## src/rtl/pkt_rx_pkg.sv

```systemverilog
// Shared types and helpers for the packet capture writer.
package pkt_rx_pkg;

  typedef enum logic [1:0] {
    IDLE = 2'd0,
    DATA = 2'd1,
    DONE = 2'd2,
    DROP = 2'd3
  } state_t;

  localparam int DEFAULT_MAX_PKT_WORDS = 380;

  // Ring index increment: size-1 wraps back to 0.
  function automatic logic [31:0] wrap_inc(input logic [31:0] idx, input logic [31:0] size);
    return (idx + 32'd1 >= size) ? 32'd0 : idx + 32'd1;
  endfunction

endpackage

```

## src/rtl/pkt_rx_writer.sv

```systemverilog
// Captures an Avalon-ST packet stream into an SDRAM ring through an Avalon-MM
// write host and publishes a descriptor for every committed packet.
module pkt_rx_writer
  import pkt_rx_pkg::*;
#(
  parameter int PTR_W         = 16,
  parameter int MAX_PKT_WORDS = DEFAULT_MAX_PKT_WORDS
) (
  input  logic             clk,
  input  logic             reset,
  input  logic             enable,
  input  logic [31:0]      buf_base,
  input  logic [PTR_W-1:0] buf_words,
  input  logic [PTR_W-1:0] rd_ptr,
  input  logic [31:0]      st_data,
  input  logic             st_valid,
  input  logic             st_sop,
  input  logic             st_eop,
  input  logic [1:0]       st_empty,
  output logic             st_ready,
  output logic [31:0]      avm_address,
  output logic [31:0]      avm_writedata,
  output logic             avm_write,
  output logic [15:0]      avm_burstcount,
  input  logic             avm_waitrequest,
  output logic             pkt_valid,
  output logic [31:0]      pkt_begin,
  output logic [31:0]      pkt_end,
  output logic [15:0]      pkt_bytes,
  output logic [PTR_W-1:0] wr_ptr,
  output logic [31:0]      pkt_count,
  output logic [31:0]      drop_count
);

  function automatic logic [31:0] word_addr(input logic [31:0] base, input logic [PTR_W-1:0] idx);
    return base + (32'(idx) << 2);
  endfunction

  function automatic logic [PTR_W-1:0] ptr_next(input logic [PTR_W-1:0] idx,
                                               input logic [PTR_W-1:0] size);
    return PTR_W'(wrap_inc(32'(idx), 32'(size)));
  endfunction

  state_t           state, state_next;
  logic [PTR_W-1:0] cur_ptr, pkt_start, write_idx;
  logic [15:0]      word_cnt;
  logic [1:0]       last_empty;
  logic             stall, wr_done, beat;
  logic             start_full, cont_full, too_long;
  logic             do_write, do_start, do_drop, do_commit;

  assign avm_burstcount = 16'd1;
  assign stall          = avm_write && avm_waitrequest;
  assign wr_done        = avm_write && !avm_waitrequest;

  // IDLE also waits out a stalled write: a drop can leave one in flight and
  // its address/data registers must not be overwritten by a new packet.
  assign st_ready = reset && ((state == DROP) ||
                              (((state == IDLE) || (state == DATA)) && !stall));
  assign beat       = st_valid && st_ready;
  assign start_full = (ptr_next(wr_ptr, buf_words) == rd_ptr);
  assign cont_full  = (ptr_next(cur_ptr, buf_words) == rd_ptr);
  assign too_long   = (word_cnt >= 16'(MAX_PKT_WORDS));

  // NOTE: every signal gets a default before the case so no path leaves one
  // unassigned; otherwise synthesis infers a latch to hold the old value.
  always_comb begin
    state_next = state;
    do_write   = 1'b0;
    do_start   = 1'b0;
    do_drop    = 1'b0;
    do_commit  = 1'b0;
    write_idx  = cur_ptr;
    unique case (state)
      IDLE: begin
        if (beat && st_sop && enable) begin
          if (start_full) begin
            do_drop    = 1'b1;
            state_next = st_eop ? IDLE : DROP;
          end else begin
            do_start   = 1'b1;
            do_write   = 1'b1;
            write_idx  = wr_ptr;
            state_next = st_eop ? DONE : DATA;
          end
        end
      end
      DATA: begin
        if (beat) begin
          if (st_sop) begin
            // Abandon the open packet; the sop restarts at the committed index.
            do_drop = 1'b1;
            if (enable && !start_full) begin
              do_start   = 1'b1;
              do_write   = 1'b1;
              write_idx  = wr_ptr;
              state_next = st_eop ? DONE : DATA;
            end else begin
              state_next = st_eop ? IDLE : DROP;
            end
          end else if (cont_full || too_long) begin
            do_drop    = 1'b1;
            state_next = st_eop ? IDLE : DROP;
          end else begin
            do_write   = 1'b1;
            state_next = st_eop ? DONE : DATA;
          end
        end
      end
      DONE: begin
        if (wr_done) begin
          do_commit  = 1'b1;
          state_next = IDLE;
        end
      end
      DROP: begin
        if (beat && st_eop) state_next = IDLE;
      end
      default: state_next = IDLE;
    endcase
  end

  // NOTE: sequential state uses non-blocking assignments so every register
  // samples the pre-edge values regardless of statement order.
  always_ff @(posedge clk or negedge reset) begin
    if (!reset) state <= IDLE;
    else        state <= state_next;
  end

  always_ff @(posedge clk or negedge reset) begin
    if (!reset) begin
      cur_ptr       <= '0;
      wr_ptr        <= '0;
      pkt_start     <= '0;
      word_cnt      <= '0;
      last_empty    <= '0;
      avm_address   <= '0;
      avm_writedata <= '0;
      avm_write     <= 1'b0;
      pkt_valid     <= 1'b0;
      pkt_begin     <= '0;
      pkt_end       <= '0;
      pkt_bytes     <= '0;
      pkt_count     <= '0;
      drop_count    <= '0;
    end else begin
      pkt_valid <= 1'b0;

      if (do_write) begin
        avm_address   <= word_addr(buf_base, write_idx);
        avm_writedata <= st_data;
        avm_write     <= 1'b1;
        cur_ptr       <= ptr_next(write_idx, buf_words);
      end else begin
        if (wr_done) avm_write <= 1'b0;
        if (do_drop) cur_ptr <= wr_ptr;
      end

      if (do_start) begin
        pkt_start <= wr_ptr;
        word_cnt  <= 16'd1;
      end else if (do_write) begin
        word_cnt <= word_cnt + 16'd1;
      end

      if (do_write && st_eop) last_empty <= st_empty;

      if (do_drop && (drop_count != 32'hFFFF_FFFF)) drop_count <= drop_count + 32'd1;

      if (do_commit) begin
        pkt_valid <= 1'b1;
        pkt_begin <= word_addr(buf_base, pkt_start);
        pkt_end   <= word_addr(buf_base, cur_ptr);
        pkt_bytes <= (word_cnt << 2) - 16'(last_empty);
        wr_ptr    <= cur_ptr;
        if (pkt_count != 32'hFFFF_FFFF) pkt_count <= pkt_count + 32'd1;
      end
    end
  end

endmodule

```

## config.mk

```make
export PLATFORM = sky130hd
export DESIGN_NAME = pkt_rx_writer
export DESIGN_NICKNAME = d
export VERILOG_FILES = /design/src/rtl/pkt_rx_pkg.sv /design/src/rtl/pkt_rx_writer.sv
export SDC_FILE = /design/constraint.sdc
export NUM_CORES = 1
export LEC_CHECK = 0
export BUFFER_PORTS_ARGS = -buffer_cell sky130_fd_sc_hd__buf_2
export CAP_MARGIN = 25
export CORE_MARGIN = 5
export CORE_UTILIZATION = 54
export DETAILED_ROUTE_END_ITERATION = 10
export PLACE_DENSITY = 0.87
export SLEW_MARGIN = 20
export SYNTH_ARGS = -nofsm -noshare
export SYNTH_HDL_FRONTEND = slang
export SYNTH_SLANG_ARGS = --single-unit
```

## constraint.sdc

```tcl
create_clock -name clk -period 7.85 [get_ports clk]
set_input_delay 0.3925 -clock clk [delete_from_list [all_inputs] [get_ports clk]]
set_output_delay 0.3925 -clock clk [all_outputs]
set_load 0.05 [all_outputs]
```

==> results.yml, run 1 <==
hold_path:
  hold_path_class: "input pin to register"
logic_synthesis:
  yosys.area.top_type: "dfrtp_1"
  synthDistinctLibCells: 89
  yosysSeqAreaShare: 0.4019
  ys_warn_count: 0
  netlist_instances: 1950
  synth_seq_cells: 276
  syn_avg_cell_area_um2: 8.812
  yosys.area.top_type_share: 0.4019
  ys.flop_type: "dfrtp_1"
  ys_top_cells_by_count: "nand2_1 (373), dfrtp_1 (276), xnor2_1 (161), nor2_1 (140), o21ai_0 (140)"
  syn-cell-area_mm2: 0.01718
  async_flop_share: 1.000
  synth.area.top_cells: "dfrtp_1 (40%), xnor2_1 (8.2%), nand2_1 (8.1%)"
  synth_edf_count: 0
  synth.most_common_cell: "nand2_1"
place:
  dp_hpwl_um: 40750
  dp_cells: 2604
  pre_cts_ws_ns: 0.1300
  routabilityCongestion: 0.9873
  numPortBuffers: 331
cts:
  h-tree-depth: 1
  clock_path_buffers: 3
  clock_latency_ns: 0.57
  root_buffer: "clkbuf_16"
  clkTransAtPathRegs_ns: 0.06
  cts_sinks: 276
  cts_tree: "done"
  cts_buffers: 31
route:
  wl_per_cell_um: 20.02
  post_drt_via_cell_ratio: 5.845
  drt_iter0_drc: 1156
  wl_um: 53560
  first_pass_iters: 5
  dr_total_vias: 15640
  drc: 0
  ant_nets: 0
power_and_ir_drop:
  leakage_nw: 10.21
  power.total_w: 0.007135
  vdd_drop_max_v: 0.0002407
  power.density_mw_per_mm2: 350.8
timing:
  finalClockSkew_ns: 0.01166
  hold_viol: 0
  fin_ws_ns: 0.4173
  fmax_mhz: 134.5
  slew_headroom: 0.3054
  period_share: 0.9468
  slew_viol_final: 0
  finalSetupViolations: 0
  fin_crit_ns: 7.433
  max_slew.worst_pin.slew_ns: 1.038
  worst_hold_slack_ns: 0.01922
setup_path:
  cp_common_cell: "o21a_1"
  critPathArrivalTime_ns: 7.92
  cp.required_ns: 8.33
  worst_path_max_delay_cell: "dfrtp_1"
  critical_path.startpoint_type: "register"
  cp_max_fo: 28
  critPathMaxStageDelay_ns: 0.59
  critPathKind: "register to register"
  cp-end-kind: "register"
floorplanning:
  rows: 65
  fp.dieArea_mm2: 0.03549
  die_w_um: 188.4
  pin_count: 348
  core_mm2: 0.03147
  initial_core_util: 0.5460
  die_h_um: 188.4
cells_and_area:
  fin_nets: 2458
  area_delta_synth_final_pct: 18.35
  fill_cells: 2612
  drive_gt1_frac: 0.2011
  final_cells: 2675
outcome:
  run_status: "finished clean"
grt:
  grt_antenna_before_repair: 3
  grt_max_degree: 95
  globalRouteOverflowTotal: 0
  grt_pass1_wl_um: 84170
  grt_pass1_vias: 15470
  groute.usage.overall: 0.2902
flow_run:
  max_cap_viol_count: 0
==> metal layers <==
metal | track usage | vias up | wire length [um]
met5 | 0 | - | 0
met4 | 0.1152 | 0 | 2484
met3 | 0.04224 | 151 | 3941
met2 | 0.4803 | 739 | 25180
met1 | 0.3872 | 7485 | 21960
li1 | - | 7261 | -
==> cells in the final DEF (no fill, tap or decap), types with 10 or more instances in the layout <==
master     instances
buf_4             21
a21oi_1           59
nand4_1           47
o21a_1            16
clkbuf_1          10
nand3_1           62
ha_1             105
clkbuf_16         31
conb_1            16
nand2_1          372
buf_2            330
and3_1            38
and4_1            11
a22oi_1           12
nor2_1           139
a31oi_1           17
o21ai_0          139
nor3_1            28
xnor2_1          160
nor4_1            11
a21o_1            12
xor2_1            58
o21ai_1           12
dfrtp_1          274
inv_1             73
mux2_2            11
==> power by group <==
| group | internal (W) | switching (W) |
|---|---|---|
| registers | 0.00181 | 0.000343 |
| clock network | 0.000942 | 0.000596 |
| logic | 0.000947 | 0.00250 |
| total | 0.00370 | 0.00344 |
==> cells by family after synthesis <==
group,count (synthesis),share of synthesized area
other,2,0.0004370
multiplexers,16,0.01019
adder cells (fa/ha/maj),109,0.08068
AND/OR/NAND/NOR,780,0.2096
buffers and inverters,190,0.05060
flip-flops,276,0.4019
AO/OA/AOI/OAI,355,0.1311
XOR/XNOR,222,0.1156
==> critical path: cells and delay by family (launching register included) <==
kind,cells,cell delay (ns)
AOI/OAI and AO/OA,16,3.18
adders and majority gates,2,0.64
muxes,1,0.38
and+or+nand+nor,5,1.16
xor gates and xnor gates,2,0.48
buffers and inverters,4,0.89
DFF,1,0.59
==> final cells by class <==
type / count / area (um2) / share of cell area
Antenna cell: 6 / 15.01 / 0.0007383
Clock buffer: 46 / 882.1 / 0.04337
Clock inverter: 10 / 198.9 / 0.009782
Inverter: 74 / 277.8 / 0.01366
Multi-Input combinational cell: 1498 / 9557 / 0.4699
Sequential cell: 276 / 6909 / 0.3397
Tap cell: 402 / 503.0 / 0.02473
Timing Repair Buffer: 363 / 1994 / 0.09807
==> path summary, 6_finish.rpt <==
path,end,slack [ns],startpoint,cells past startpoint
worst max-delay path,cur_ptr[2],0.42,wr_ptr[3],30
max in group asynchronous,avm_writedata[22],5.64,reset,5
worst min register to register,avm_writedata[12],0.46,avm_writedata[12],2
worst max register to register,cur_ptr[2],0.42,wr_ptr[3],30
worst min-delay path,avm_writedata[12],0.02,st_data[12],3
min in group asynchronous,pkt_begin[24],0.39,reset,2
==> registers in the layout, indices dropped and copies added (netlist names), 2 cells and up <==
register       flops
pkt_begin         32
cur_ptr           16
avm_writedata     32
last_empty         2
pkt_count         32
pkt_end           30
word_cnt          16
drop_count        32
state              2
pkt_start         16
pkt_bytes         16
wr_ptr            16
avm_address       32
==> stage by stage <==
step                utilization  area (um2)  setup TNS [ns]
CTS                      0.6413       20180               0
finish                   0.6462       20340               0
global placement         0.6040       19010               0
floorplan                     -       17240               0
detailed placement       0.6053       19050               0
global route             0.6459       20330        -0.01794
==> repair_timing <==
| item | CTS | global route |
|---|---|---|
| gates resized for setup | 0 | 14 |
| hold buffers | 5 | 0 |
| buffers inserted | 0 | 2 |
| hold endpoints to repair | 70 | 0 |
| setup endpoints to repair | 0 | 30 |
No activity file was read; power rests on OpenSTA's default activity.
==> inputs of run 2 (changes only) <==
Settings changed: BUFFER_PORTS_ARGS -buffer_cell sky130_fd_sc_hd__buf_2 to unset, DONT_BUFFER_PORTS set to 1, PLACE_DENSITY 0.87 to 0.77.
==> run 2 against run 1 <==
Effect of this change: largest power group is now registers; non-clock buffer count shrank 294; die area is the same; critical endpoint is now avm_address[18]; clock power is essentially flat; maximum frequency shrank 2.3%.
==> results.yml, run 2 (synthesized netlist as in run 1, its figures left out) <==
outcome:
  run_status: "finished clean"
place:
  dp_hpwl_um: 37900
  numPortBuffers: 0
  dpl_cell_area_mm2: 0.01740
  routabilityCongestion: 1.060
cts:
  cts_tree: "done"
  cts_buffers: 30
  h-tree-depth: 1
  root_buffer: "clkbuf_16"
  clkTransAtPathRegs_ns: 0.06
  clock_path_buffers: 3
  clock_latency_ns: 0.56
  cts_sinks: 276
route:
  wl_per_cell_um: 21.39
  drt_iter0_drc: 973
  dr_total_vias: 14280
  ant_nets: 0
  first_pass_iters: 5
  drc: 0
  post_drt_via_cell_ratio: 6.016
  wl_um: 50770
timing:
  slew_viol_final: 0
  period_share: 0.9693
  slew_headroom: 0.3630
  finalSetupViolations: 0
  fmax_mhz: 131.4
  fin_crit_ns: 7.609
  max_slew.worst_pin.slew_ns: 0.9555
  finalClockSkew_ns: 0.01383
  worst_hold_slack_ns: 0.02416
  hold_viol: 0
setup_path:
  critPathArrivalTime_ns: 8.04
  critPathTopFamily: "compound AO/OA/AOI/OAI gates"
  crit_buf_inv: 2
  cp_common_cell: "a21oi_1"
  rr_endpoint: "avm_address[18]"
  r2r_start: "wr_ptr[1]"
  critPathKind: "register to register"
  critical_path.startpoint_type: "register"
  cp-end-kind: "register"
  worst_r2r_path_depth: 29
  critPathMaxStageDelay_ns: 0.51
  cp_max_fo: 11
  ff2ff_setup_slack_ns: 0.24
  worst_path_max_delay_cell: "o311ai_0"
  cp.required_ns: 8.28
cells_and_area:
  final_cell_mix: "nand2_1 (373), dfrtp_1 (276), xnor2_1 (161), o21ai_0 (139), nor2_1 (139)"
  final_common_cell: "nand2_1"
  drive_gt1_frac: 0.06596
  area_delta_synth_final_pct: 10.45
  design_area_mm2: 0.01898
  utilization: 0.6030
  fin_nets: 2163
power_and_ir_drop:
  leakage_nw: 8.798
  vdd_drop_max_v: 0.0002459
  power.density_mw_per_mm2: 355.4
grt:
  grt_antenna_before_repair: 1
  grt_pass1_wl_um: 78380
  groute.usage.overall: 0.2735
  grt_max_degree: 277
  globalRouteOverflowTotal: 0
  grt_pass1_vias: 14030
floorplanning:
  rows: 65
  fp.dieArea_mm2: 0.03549
  core_mm2: 0.03147
  die_w_um: 188.4
  initial_core_util: 0.5460
  pin_count: 348
  die_h_um: 188.4
hold_path:
  min_to: "pkt_begin[27]"
  hold_path_class: "input pin to register"
  min_from: "buf_base[27]"
  min_path_cells: 2
flow_run:
  max_cap_viol_count: 0
==> run 2: changes by cell type in the layout (fill, tap and decap cells not counted), sizes merged <==
cell / previous run / this run
buf: 358 / 32
clkbuf: 46 / 40
clkinv: 3 / 8
dlygate4sd3: 5 / 37
inv: 75 / 73
diode: 6 / 1
clkinvlp: 1 / 2
==> run 2: worst max-delay path by stage <==
stage              start              end  slack (ns)  cells after the start
2_1_floorplan  wr_ptr[0]      cur_ptr[11]        0.21                     34
3_3_place_gp   wr_ptr[1]  avm_address[28]        0.39                     30
3_5_place_dp   wr_ptr[1]  avm_address[30]        0.17                     30
4_1_cts        wr_ptr[1]  avm_address[30]        0.17                     30
5_1_grt        wr_ptr[1]  avm_address[30]       -0.04                     30
6_report       wr_ptr[1]  avm_address[18]        0.24                     29
==> run 2: what timing repair did <==
| action | 4_1_cts | 5_1_grt |
|---|---|---|
| endpoints found under the hold margin | 312 | 131 |
| endpoints found under the setup margin | 0 | 29 |
| gates resized for setup | 0 | 7 |
| hold buffers | 35 | 3 |
| buffers inserted | 0 | 2 |
==> run 2: cell type report <==
cell class              instances  area, um2
well taps                     402      503.0
diodes                          1      2.502
clock buffers                  40      848.3
fillers                      2696      12490
inverters                      74      277.8
repair buffers                 69      665.6
clock inverters                14      225.2
flip-flops and latches        276       6907
multi-input cells            1498       9550
==> run 2: power by group <==
group	internal, W	total [W]	switching, W
clock	0.000923	0.00151	0.000582
combinational	0.000741	0.00192	0.00118
sequential	0.00179	0.00332	0.00154
==> run 2: per-layer routing <==
metal	wire, um	global-route usage	up-vias
met5	0	0	-
met4	1712	0.08660	0
met3	4642	0.06447	106
met2	23660	0.4554	666
met1	20760	0.3556	6853
li1	-	-	6658
==> run 2: metrics by stage <==
step | TNS (ns) | total power, W | std cells | worst slack, ns
after detailed placement | 0 | 0.005169 | 2277 | 0.1664
after floorplan | 0 | 0.004572 | 1964 | 0.2064
after CTS | 0 | 0.006729 | 2366 | 0.1651
after global routing | -0.2503 | 0.007105 | 2373 | -0.04395
final | 0 | 0.006746 | 2374 | 0.2409
after global placement | 0 | 0.005083 | 2276 | 0.3938
